### src/rtl/nand_cell_arbiter.sv
// Round-robin sequencer sharing one external 2-input NAND cell among NREQ requesters.
// Latency: rsp_valid rises on edge T+SETTLE_CYC+1, where T is the transfer edge; one transaction per SETTLE_CYC+2 cycles.
// Backpressure: req_ready is 0 while busy, and pending requests are arbitrated at the next IDLE; responses cannot be stalled.
// Optional feature: define NAND_XCHK_EN to flag an X/Z cell output through rsp_err.
module nand_cell_arbiter #(
    parameter int NREQ       = 4,
    parameter int SETTLE_CYC = 2
) (
    input  logic            clk,
    input  logic            rst,
    input  logic [NREQ-1:0] req_valid,
    input  logic [NREQ-1:0] req_a,
    input  logic [NREQ-1:0] req_b,
    output logic [NREQ-1:0] req_ready,
    output logic [NREQ-1:0] rsp_valid,
    output logic            rsp_f,
    output logic            rsp_err,
    output logic            busy,
    output logic            cell_a,
    output logic            cell_b,
    input  logic            cell_f
);

    localparam int PW = (NREQ > 1) ? $clog2(NREQ) : 1;
    localparam int SW = PW + 1;
    localparam int CW = (SETTLE_CYC > 1) ? $clog2(SETTLE_CYC) : 1;

    // A zero settle time would sample the cell in the same cycle its operands change.
    if (SETTLE_CYC < 1) begin : g_settle_chk
        $error("nand_cell_arbiter: SETTLE_CYC must be >= 1");
    end
    if (NREQ < 2) begin : g_nreq_chk
        $error("nand_cell_arbiter: NREQ must be >= 2");
    end

    typedef enum logic [1:0] {
        IDLE    = 2'd0,
        SETTLE  = 2'd1,
        CAPTURE = 2'd2
    } state_t;

    state_t          state;
    logic [PW-1:0]   ptr;
    logic [PW-1:0]   gnt_idx;
    logic [CW-1:0]   cnt;
    logic [PW-1:0]   gsel;
    logic            found;
    logic [PW-1:0]   idx;
    logic [SW-1:0]   sum;

    assign busy = (state != IDLE);

    // Round-robin pick: first requester at or after ptr, wrapping; silent outside IDLE and during reset.
    always_comb begin
        req_ready = '0;
        gsel      = '0;
        found     = 1'b0;
        idx       = '0;
        sum       = '0;
        if (state == IDLE && !rst) begin
            for (int i = 0; i < NREQ; i++) begin
                sum = {1'b0, ptr} + SW'(i);
                if (sum >= SW'(NREQ)) begin
                    sum = sum - SW'(NREQ);
                end
                idx = sum[PW-1:0];
                if (!found && req_valid[idx]) begin
                    found          = 1'b1;
                    req_ready[idx] = 1'b1;
                    gsel           = idx;
                end
            end
        end
    end

    // Transaction sequencer: latch operands, hold them for SETTLE_CYC cycles, then sample and return the result.
    always_ff @(posedge clk or posedge rst) begin
        if (rst) begin
            state     <= IDLE;
            ptr       <= '0;
            cnt       <= '0;
            gnt_idx   <= '0;
            rsp_valid <= '0;
            rsp_f     <= 1'b0;
            rsp_err   <= 1'b0;
            cell_a    <= 1'b0;
            cell_b    <= 1'b0;
        end else begin
            rsp_valid <= '0;
            rsp_f     <= 1'b0;
            rsp_err   <= 1'b0;
            case (state)
                IDLE: begin
                    if (|(req_valid & req_ready)) begin
                        cell_a  <= req_a[gsel];
                        cell_b  <= req_b[gsel];
                        gnt_idx <= gsel;
                        cnt     <= CW'(SETTLE_CYC - 1);
                        state   <= SETTLE;
                    end
                end
                SETTLE: begin
                    if (cnt == '0) begin
                        state <= CAPTURE;
                    end else begin
                        cnt <= cnt - 1'b1;
                    end
                end
                CAPTURE: begin
                    rsp_valid[gnt_idx] <= 1'b1;
`ifdef NAND_XCHK_EN
                    if (cell_f === 1'bx || cell_f === 1'bz) begin
                        rsp_err <= 1'b1;
                        rsp_f   <= 1'b0;
                    end else begin
                        rsp_err <= 1'b0;
                        rsp_f   <= cell_f;
                    end
`else
                    rsp_f <= cell_f;
`endif
                    // The requester just served drops to lowest priority.
                    ptr   <= (gnt_idx == PW'(NREQ - 1)) ? '0 : gnt_idx + 1'b1;
                    state <= IDLE;
                end
                default: state <= IDLE;
            endcase
        end
    end

endmodule
### config.mk
export PLATFORM = sky130hd
export DESIGN_NAME = nand_cell_arbiter
export DESIGN_NICKNAME = d
export VERILOG_FILES = /design/src/rtl/nand_cell_arbiter.sv
export SDC_FILE = /design/constraint.sdc
export NUM_CORES = 1
export LEC_CHECK = 0
export CORE_MARGIN = 2
export CORE_UTILIZATION = 54
export DETAILED_ROUTE_END_ITERATION = 12
export PLACE_DENSITY = 0.89
export SLEW_MARGIN = 20
export SYNTH_ARGS = -nofsm -noshare
export SYNTH_HDL_FRONTEND = slang
export SYNTH_SLANG_ARGS = --single-unit
### constraint.sdc
create_clock -name clk -period 5.8 [get_ports clk]
set_input_delay 0.58 -clock clk [delete_from_list [all_inputs] [get_ports clk]]
set_output_delay 0.58 -clock clk [all_outputs]
set_load 0.05 [all_outputs]
---- Yosys cells after proc, flatten, opt, wreduce, memory -nomap -nowiden ----
Cells that the tools add are included.
storage, ports and cells
  output and inout bits ................... 13
  logic and storage cells ................. 119
  bits in registers ....................... 14
operators by class
  $add $sub $neg .......................... 9
  reductions and logical operators ........ 20
  muxes and demuxes ....................... 58
  bitwise logic cells ..................... 4
  magnitude comparators ................... 15
  equality and inequality tests ........... 5
operators with widths
  cell                   number
  $mux W4                9
  $mux W2                16
  $mux W1                20
  $lt A2 B3 Y1 const B   6
  $bmux W1 S2            6
  $or A4 B4 Y4           3
  $demux W1 S2           5
  $ge A2 B1 Y1 const B   5
  $ge A3 B3 Y1 const B   3
  $logic_and A1 B1 Y1    9
  $sub A2 B1 Y2 const B  4
  $add A2 B2 Y3 const B  2
  $reduce_and A2 Y1      3
  $and A4 B4 Y4          1
  $eq A2 B2 Y1 const B   2
  $logic_not A1 Y1       4
  $pmux W2 S2            1
  $reduce_bool A2 Y1     2
  $reduce_or A4 Y1       1
  $add A2 B1 Y3 const B  1
  $ge A2 B3 Y1 const B   1
  $add A2 B1 Y2 const B  1
  $eq A2 B1 Y1 const B   1
  $logic_not A2 Y1       1
  other kinds (4)        4

---- Logic depth before layout (Yosys ltp) ----
Gate-level depths: netlist of the first run.
  word-level depth ........................ 23
  gate-level depth with buffers ........... 10

---- Worst setup path after synthesis of the first run ----
OpenSTA, ideal clock, no wires.
  path type ............................... register to output
  from .................................... reg ptr[0]
  to ...................................... out req_ready[1]
  setup slack ............................. 2,341 ps
  cell stages (with the launch flop) ...... 10
  buffers on the path ..................... 2
  arrival time ............................ 2,879 ps
  path through ............................ dfrtp_1 -> buf_2 -> inv_1 -> ha_1 -> clkbuf_1 -> mux4_2 -> nor2b_1 -> a221o_1 -> o21ai_0 -> a21oi_1
on the way
  longest elaborated chain between the ends .. 19
  elaborated cells on any way between the ends .. 70
  classes of those cells .................. add/sub (7); order compare (12); mux (38); bitwise (3); reduce/logical (10)
RTL lines
  element                                                 RTL line  source
  start, declared                                         43        logic [PW-1:0] ptr;
  start signal, assigned                                  123       ptr <= (gnt_idx == PW'(NREQ - 1)) ? '0 : gnt_idx + 1'b1;
  branches (longest 17 deep; another with $add A2 B1 Y3)  -
  $mux W4 *                                               67        if (!found && req_valid[idx]) begin
  $mux W4 *                                               60        if (state == IDLE && !rst) begin
  end, declared                                           14        output logic [NREQ-1:0] req_ready,
Every way passes the cells marked *. The select of a mux whose other input is x is not followed.

---- Worst setup path after layout of the first run ----
  from .................................... reg ptr[0]
  to ...................................... out req_ready[0]
Same word-level chain as after synthesis.

==> flow_metrics.py, run 1 <==
metrics = {
    "outcome": {
        "status": "complete, no violations",
    },
    "worst_hold_path": {
        "hold_path_class": "flip-flop to flip-flop",
        "worstHoldStart": "cnt",
    },
    "clocking": {
        "cts.htree.levels": 1,
        "cts_buffer_depth": 2,
        "clockRootBuffer": "clkbuf_4",
        "cts_resized": 0,
        "post_cts_buffers": 0,
        "numClockSinks": 14,
        "numCtsBuffers": 3,
        "clk-insertion-delay-late_ns": 0.29,
        "cts_tree": "done",
        "ctsHoldBuffers": 0,
        "path_clk_slew_ns": 0.09,
    },
    "synth": {
        "synth.distinct_cells": 42,
        "synth_ff_type": "dfrtp_1",
        "syn_avg_cell_area_um2": 9.816,
        "syn-num-nets": 156,
        "synthCells": 129,
        "ys_seq_elements": 14,
        "ys_seq_area_frac": 0.2767,
        "synth_area_mm2": 0.001266,
        "synth-warning-count": 0,
        "synth_edf_count": 0,
        "async_reset_ff_frac": 1.000,
    },
    "timing": {
        "finClkSkew_ns": 0.003244,
        "fin_setup_tns_ns": 0,
        "period_share": 0.7332,
        "tightest_slew_ns": 0.5449,
        "hold_viol": 0,
        "period_needed_ns": 4.253,
        "relSlewSlack": 0.6368,
        "slew_violations": 0,
        "hold_ws_ns": 0.4674,
        "finalSetupViolCount": 0,
        "max_freq_mhz": 235.1,
        "rsz0062_at_grt": "false",
    },
    "placement": {
        "placed_cells": 174,
        "port_buffers": 26,
        "place.gp.congestion": 0.8932,
        "place_area_mm2": 0.001514,
        "dp_hpwl_um": 2180,
    },
    "worst_setup_path": {
        "cp_max_fo": 15,
        "crit_type": "flip-flop to primary output",
        "cp-start-kind": "flip-flop",
        "crit_path_start": "ptr[0]",
        "r2r_start": "ptr[0]",
        "cp_slowest_stage_delay_ns": 0.79,
        "cp-end-kind": "primary output",
        "crit_chain": "inv_1, ha_1, mux4_2, nand3b_1, a2bb2oi_1, a21o_1, and2_1, clkdlybuf4s50_1",
        "required_ns": 5.22,
        "cpMaxStageDelayCell": "clkdlybuf4s50_1",
        "worstPathArrival_ns": 3.67,
    },
    "layout": {
        "final_cell_mix": "26 x clkdlybuf4s50_1, 14 x dfrtp_1, 12 x ha_1",
        "fin_cells": 178,
        "fin_nets": 178,
        "drive_above_1_share": 0.1200,
        "final_area_mm2": 0.001550,
        "layout_commonest_cell": "clkdlybuf4s50_1",
        "area_delta_synth_final_pct": 22.43,
        "insertedDiodeCount": 0,
    },
    "floorplan": {
        "fp.dieW_um": 52.43,
        "core_area_mm2": 0.002212,
        "start_util": 0.5724,
        "dieArea_mm2": 0.002748,
        "core.rowCount": 17,
        "dieHeight_um": 52.43,
        "boundaryPins": 28,
    },
    "global_routing": {
        "antenna_found_initial": 0,
        "track_usage": 0.2401,
        "grt_pass1_wl_um": 4733,
        "grt_max_degree": 16,
        "grt_pass1_vias": 1015,
        "grt_remaining_overflow": 0,
    },
    "flow_run": {
        "drv_cap": 0,
    },
    "route": {
        "drc": 0,
        "first_pass_iters": 5,
        "ant_nets": 0,
        "routed_wl_um": 2891,
        "drt-initial-drc-count": 51,
        "vias": 1069,
        "vias_per_cell": 6.006,
        "post_drt_wl_per_cell_um": 16.24,
    },
    "power": {
        "p_leak_uw": 0.0006845,
        "max-vdd-ir-drop_mv": 0.2626,
        "p_per_area_mw_per_mm2": 488.3,
    },
}
-- final cells by class --
class                   instances  area [um2]
repair buffers                 26       260.3
well taps                      28       35.03
clock buffers                   4       36.28
multi-input cells              99       842.1
flip-flops and latches         14       350.3
fillers                       163       661.9
inverters                       7       26.28
-- worst paths after layout --
kind / slack [ns] / cells after the start / end
worst max-delay path: 1.55 / 8 / req_ready[0]
worst min-delay path: 0.47 / 1 / state[1]
worst max register to register: 2.51 / 8 / cell_b
worst min register to register: 0.47 / 1 / state[1]
max in group asynchronous: 4.79 / 2 / rsp_valid[3]
min in group asynchronous: 0.67 / 2 / state[0]
-- critical path, delay by kind of cell, from the launching register on --
| kind | cells | cell delay [ns] |
|---|---|---|
| compound gates | 2 | 0.38 |
| buf+inv | 2 | 1.06 |
| flops | 1 | 0.69 |
| simple gates | 2 | 0.31 |
| fa+ha+maj | 1 | 0.48 |
| mux | 1 | 0.45 |
-- cell families (layout without fill, tap and decap cells) --
| group | count (synthesis) | after routing | synth area share |
|---|---|---|---|
| AO/OA/AOI/OAI | 35 | 35 | 0.2026 |
| adder cells (fa/ha/maj) | 12 | 12 | 0.1186 |
| buffers and inverters | 16 | 37 | 0.05830 |
| flip-flops | 14 | 14 | 0.2767 |
| multiplexers | 14 | 14 | 0.1769 |
| other | 1 | 1 | 0.002962 |
| AND/OR/NAND/NOR | 37 | 37 | 0.1640 |
-- synthesized netlist by cell type, types with 4 or more instances --
| cell type | number | area share |
|---|---|---|
| dfrtp_1 | 14 | 0.28 |
| ha_1 | 12 | 0.12 |
| nand2_1 | 9 | 0.027 |
| a21oi_1 | 8 | 0.032 |
| and2_1 | 7 | 0.035 |
| inv_1 | 7 | 0.021 |
| nor2_1 | 6 | 0.018 |
| o21ai_0 | 6 | 0.024 |
| a21o_1 | 4 | 0.024 |
| clkbuf_1 | 4 | 0.012 |
| mux2i_1 | 4 | 0.032 |
-- stage by stage --
stage	power (uW)	setup WS, ns	util
after floorplan	558.0	2.341	-
final	756.9	1.547	0.7008
after global placement	662.2	2.001	0.6844
after global routing	807.6	1.353	0.7008
after detailed placement	680.0	1.888	0.6844
after CTS	755.2	1.567	0.7008
-- power by group --
group	switching, uW	internal [uW]	leakage [uW]
sequential	40.6	129	0.000183
combinational	294	220	0.000481
clock	34.6	38.3	0.0000210
-- state kept, by name, summed over array words and instances (netlist names) --
signal,cells
rsp_valid,4
gnt_idx,2
ptr,2
state,2
cell_a,1
cell_b,1
cnt,1
rsp_f,1
-- routing by layer --
metal / vias up / routed length [um] / GRT usage
met4: 0 / 21 / 0.06410
met2: 45 / 1467 / 0.4021
met3: 2 / 170 / 0.04286
li1: 507 / - / -
met1: 515 / 1230 / 0.3186
met5: - / 0 / 0
Note: power is estimated with default switching activity, not from simulation.
==> run 2, diff against run 1 <==
--- a/config.mk
+++ b/config.mk
@@ -6,9 +6,9 @@
 export NUM_CORES = 1
 export LEC_CHECK = 0
 export CORE_MARGIN = 2
-export CORE_UTILIZATION = 54
+export CORE_UTILIZATION = 45
 export DETAILED_ROUTE_END_ITERATION = 12
-export PLACE_DENSITY = 0.89
+export PLACE_DENSITY = 0.79
 export SLEW_MARGIN = 20
 export SYNTH_ARGS = -nofsm -noshare
 export SYNTH_HDL_FRONTEND = slang
==> constraint.sdc (replaced) <==
create_clock -name clk -period 3.8 [get_ports clk]
set_input_delay 0.38 -clock clk [delete_from_list [all_inputs] [get_ports clk]]
set_output_delay 0.38 -clock clk [all_outputs]
set_load 0.05 [all_outputs]
==> run 2 against run 1 <==
  * Combinational power rose by 61%
  * Clock-buffer cell count decreased by 1
  * Setup slack worse by 1.2 ns
  * Design area increased by 1.5%
  * Total power up 51%
  * Clock power increased by 16%
  * Largest cell class unchanged
  * Register-to-register slack lost 1.5 ns
  * Final cell count rose by 3.9%
  * Clock skew down 0.0015 ns
  * Sequential power is 34% higher
==> flow_metrics.py, run 2 (synthesized netlist as in run 1, its figures left out) <==
metrics = {
    "outcome": {
        "status": "complete, no violations",
    },
    "route": {
        "drt-initial-drc-count": 36,
        "vias": 1082,
        "post_drt_wl_per_cell_um": 15.22,
        "drc": 0,
        "ant_nets": 0,
        "first_pass_iters": 5,
        "vias_per_cell": 5.849,
        "routed_wl_um": 2815,
    },
    "clocking": {
        "cts_tree": "done",
        "clockRootBuffer": "clkbuf_4",
        "post_cts_buffers": 0,
        "ctsHoldBuffers": 0,
        "numClockSinks": 14,
        "clk-insertion-delay-late_ns": 0.28,
        "cts_resized": 0,
        "cts.htree.levels": 1,
        "path_clk_slew_ns": 0.08,
        "cts_buffer_depth": 2,
        "numCtsBuffers": 3,
    },
    "worst_setup_path": {
        "cpMaxStageDelayCell": "clkdlybuf4s50_1",
        "cp_max_fo": 9,
        "worstPathArrival_ns": 3.09,
        "required_ns": 3.42,
        "worstRegToRegCells": 8,
        "worst-path-buf-inv": 2,
        "worstReg2RegEnd": "cell_a",
        "r2r_start": "ptr[0]",
        "cp_slowest_stage_delay_ns": 0.82,
        "cp_top_family": "buffers and inverters",
        "cp-start-kind": "flip-flop",
        "cp-end-kind": "primary output",
        "crit_chain": "inv_1, ha_1, mux4_2, nor2b_1, nand2_1, nand2_1, o21ai_0, a21oi_1, clkdlybuf4s50_1",
        "crit_top_cell": "nand2_1",
        "crit_type": "flip-flop to primary output",
        "r2r_slack_ns": 0.96,
    },
    "timing": {
        "period_share": 0.9120,
        "tightest_slew_ns": 0.5133,
        "hold_viol": 0,
        "finalSetupViolCount": 0,
        "fin_setup_tns_ns": 0,
        "max_freq_mhz": 288.6,
        "hold_ws_ns": 0.4598,
        "relSlewSlack": 0.6574,
        "slew_violations": 0,
        "finClkSkew_ns": 0.001759,
        "period_needed_ns": 3.466,
        "rsz0062_at_grt": "false",
    },
    "floorplan": {
        "start_util": 0.4672,
        "core.rowCount": 19,
        "fp.dieW_um": 57.05,
        "dieHeight_um": 57.05,
        "boundaryPins": 28,
        "dieArea_mm2": 0.003254,
        "core_area_mm2": 0.002710,
    },
    "global_routing": {
        "antenna_found_initial": 0,
        "grt_remaining_overflow": 0,
        "grt_pass1_wl_um": 4781,
        "grt_max_degree": 15,
        "track_usage": 0.1872,
        "grt_pass1_vias": 1102,
    },
    "layout": {
        "largest_register": "rsp_valid",
        "insertedDiodeCount": 0,
        "final_cell_mix": "24 x clkdlybuf4s50_1, 14 x dfrtp_1, 12 x ha_1",
        "largest_register_ffs": 4,
        "drive_above_1_share": 0.1558,
        "area_delta_synth_final_pct": 24.21,
        "fin_nets": 183,
        "layout_commonest_cell": "clkdlybuf4s50_1",
    },
    "placement": {
        "dp_hpwl_um": 2140,
        "place.gp.congestion": 0.8754,
        "port_buffers": 26,
    },
    "power": {
        "max-vdd-ir-drop_mv": 0.5141,
        "power_frac_seq": 0.198,
        "internal_power_uw": 579.0,
        "p_clk_frac": 0.074,
        "swShare": 0.4920,
        "combPwrFrac": 0.728,
        "p_leak_uw": 0.0007054,
        "p_per_area_mw_per_mm2": 724.6,
        "switchingPower_uw": 560.7,
    },
    "worst_hold_path": {
        "hold_end": "state[1]",
        "hold_path_class": "flip-flop to flip-flop",
        "whs_path_depth": 1,
        "worstHoldStart": "cnt",
    },
    "flow_run": {
        "drv_cap": 0,
    },
}
## run 2: changes by cell type in the layout (fill, tap and decap cells not counted)
cell and change:
buf_4 +7, clkdlybuf4s50_1 -2, clkbuf_8 -1
## run 2: cell type report
class	instances	area (um2)
clock buffer	3	22.52
fill	234	1137
tap	31	38.79
inverter	7	26.28
sequential	14	350.3
timing repair buffer	31	292.8
multi-input combinational	99	842.1
## run 2: stage by stage
| stage | util | std cells | area, um2 | power (uW) | worst slack [ns] |
|---|---|---|---|---|---|
| 2_1_floorplan | - | 129 | 1266 | 851.7 | 0.5409 |
| 3_3_place_gp | 0.5720 | 182 | 1550 | 1021 | 0.5541 |
| 3_5_place_dp | 0.5720 | 182 | 1550 | 1053 | 0.4329 |
| 4_1_cts | 0.5803 | 185 | 1573 | 1137 | 0.3439 |
| 5_1_grt | 0.5803 | 185 | 1573 | 1218 | 0.1560 |
| 6_report | 0.5803 | 185 | 1573 | 1140 | 0.3344 |
## run 2: worst max-delay path by stage
stage	cells past startpoint	to	slack [ns]	start
6_report	9	req_ready[2]	0.33	ptr[0]
5_1_grt	9	req_ready[2]	0.16	ptr[0]
4_1_cts	9	req_ready[2]	0.34	ptr[0]
3_5_place_dp	8	req_ready[2]	0.43	req_valid[0]
3_3_place_gp	8	req_ready[2]	0.55	req_valid[0]
2_1_floorplan	9	req_ready[1]	0.54	ptr[0]
## run 2: power by group through the flow
stage	clock, uW	combinational [uW]	sequential, uW
3_3_place_gp	0	795	226
6_report	84.7	829	226
5_1_grt	92.0	894	232
4_1_cts	85.1	826	226
2_1_floorplan	0	559	293
3_5_place_dp	0	825	227
## run 2: metal layers
metal	vias up	routed length (um)	global-route usage
li1	516	-	-
met1	513	1163	0.2248
met2	43	1402	0.3153
met3	10	169	0.04535
met4	0	80	0.08970
met5	-	0	0
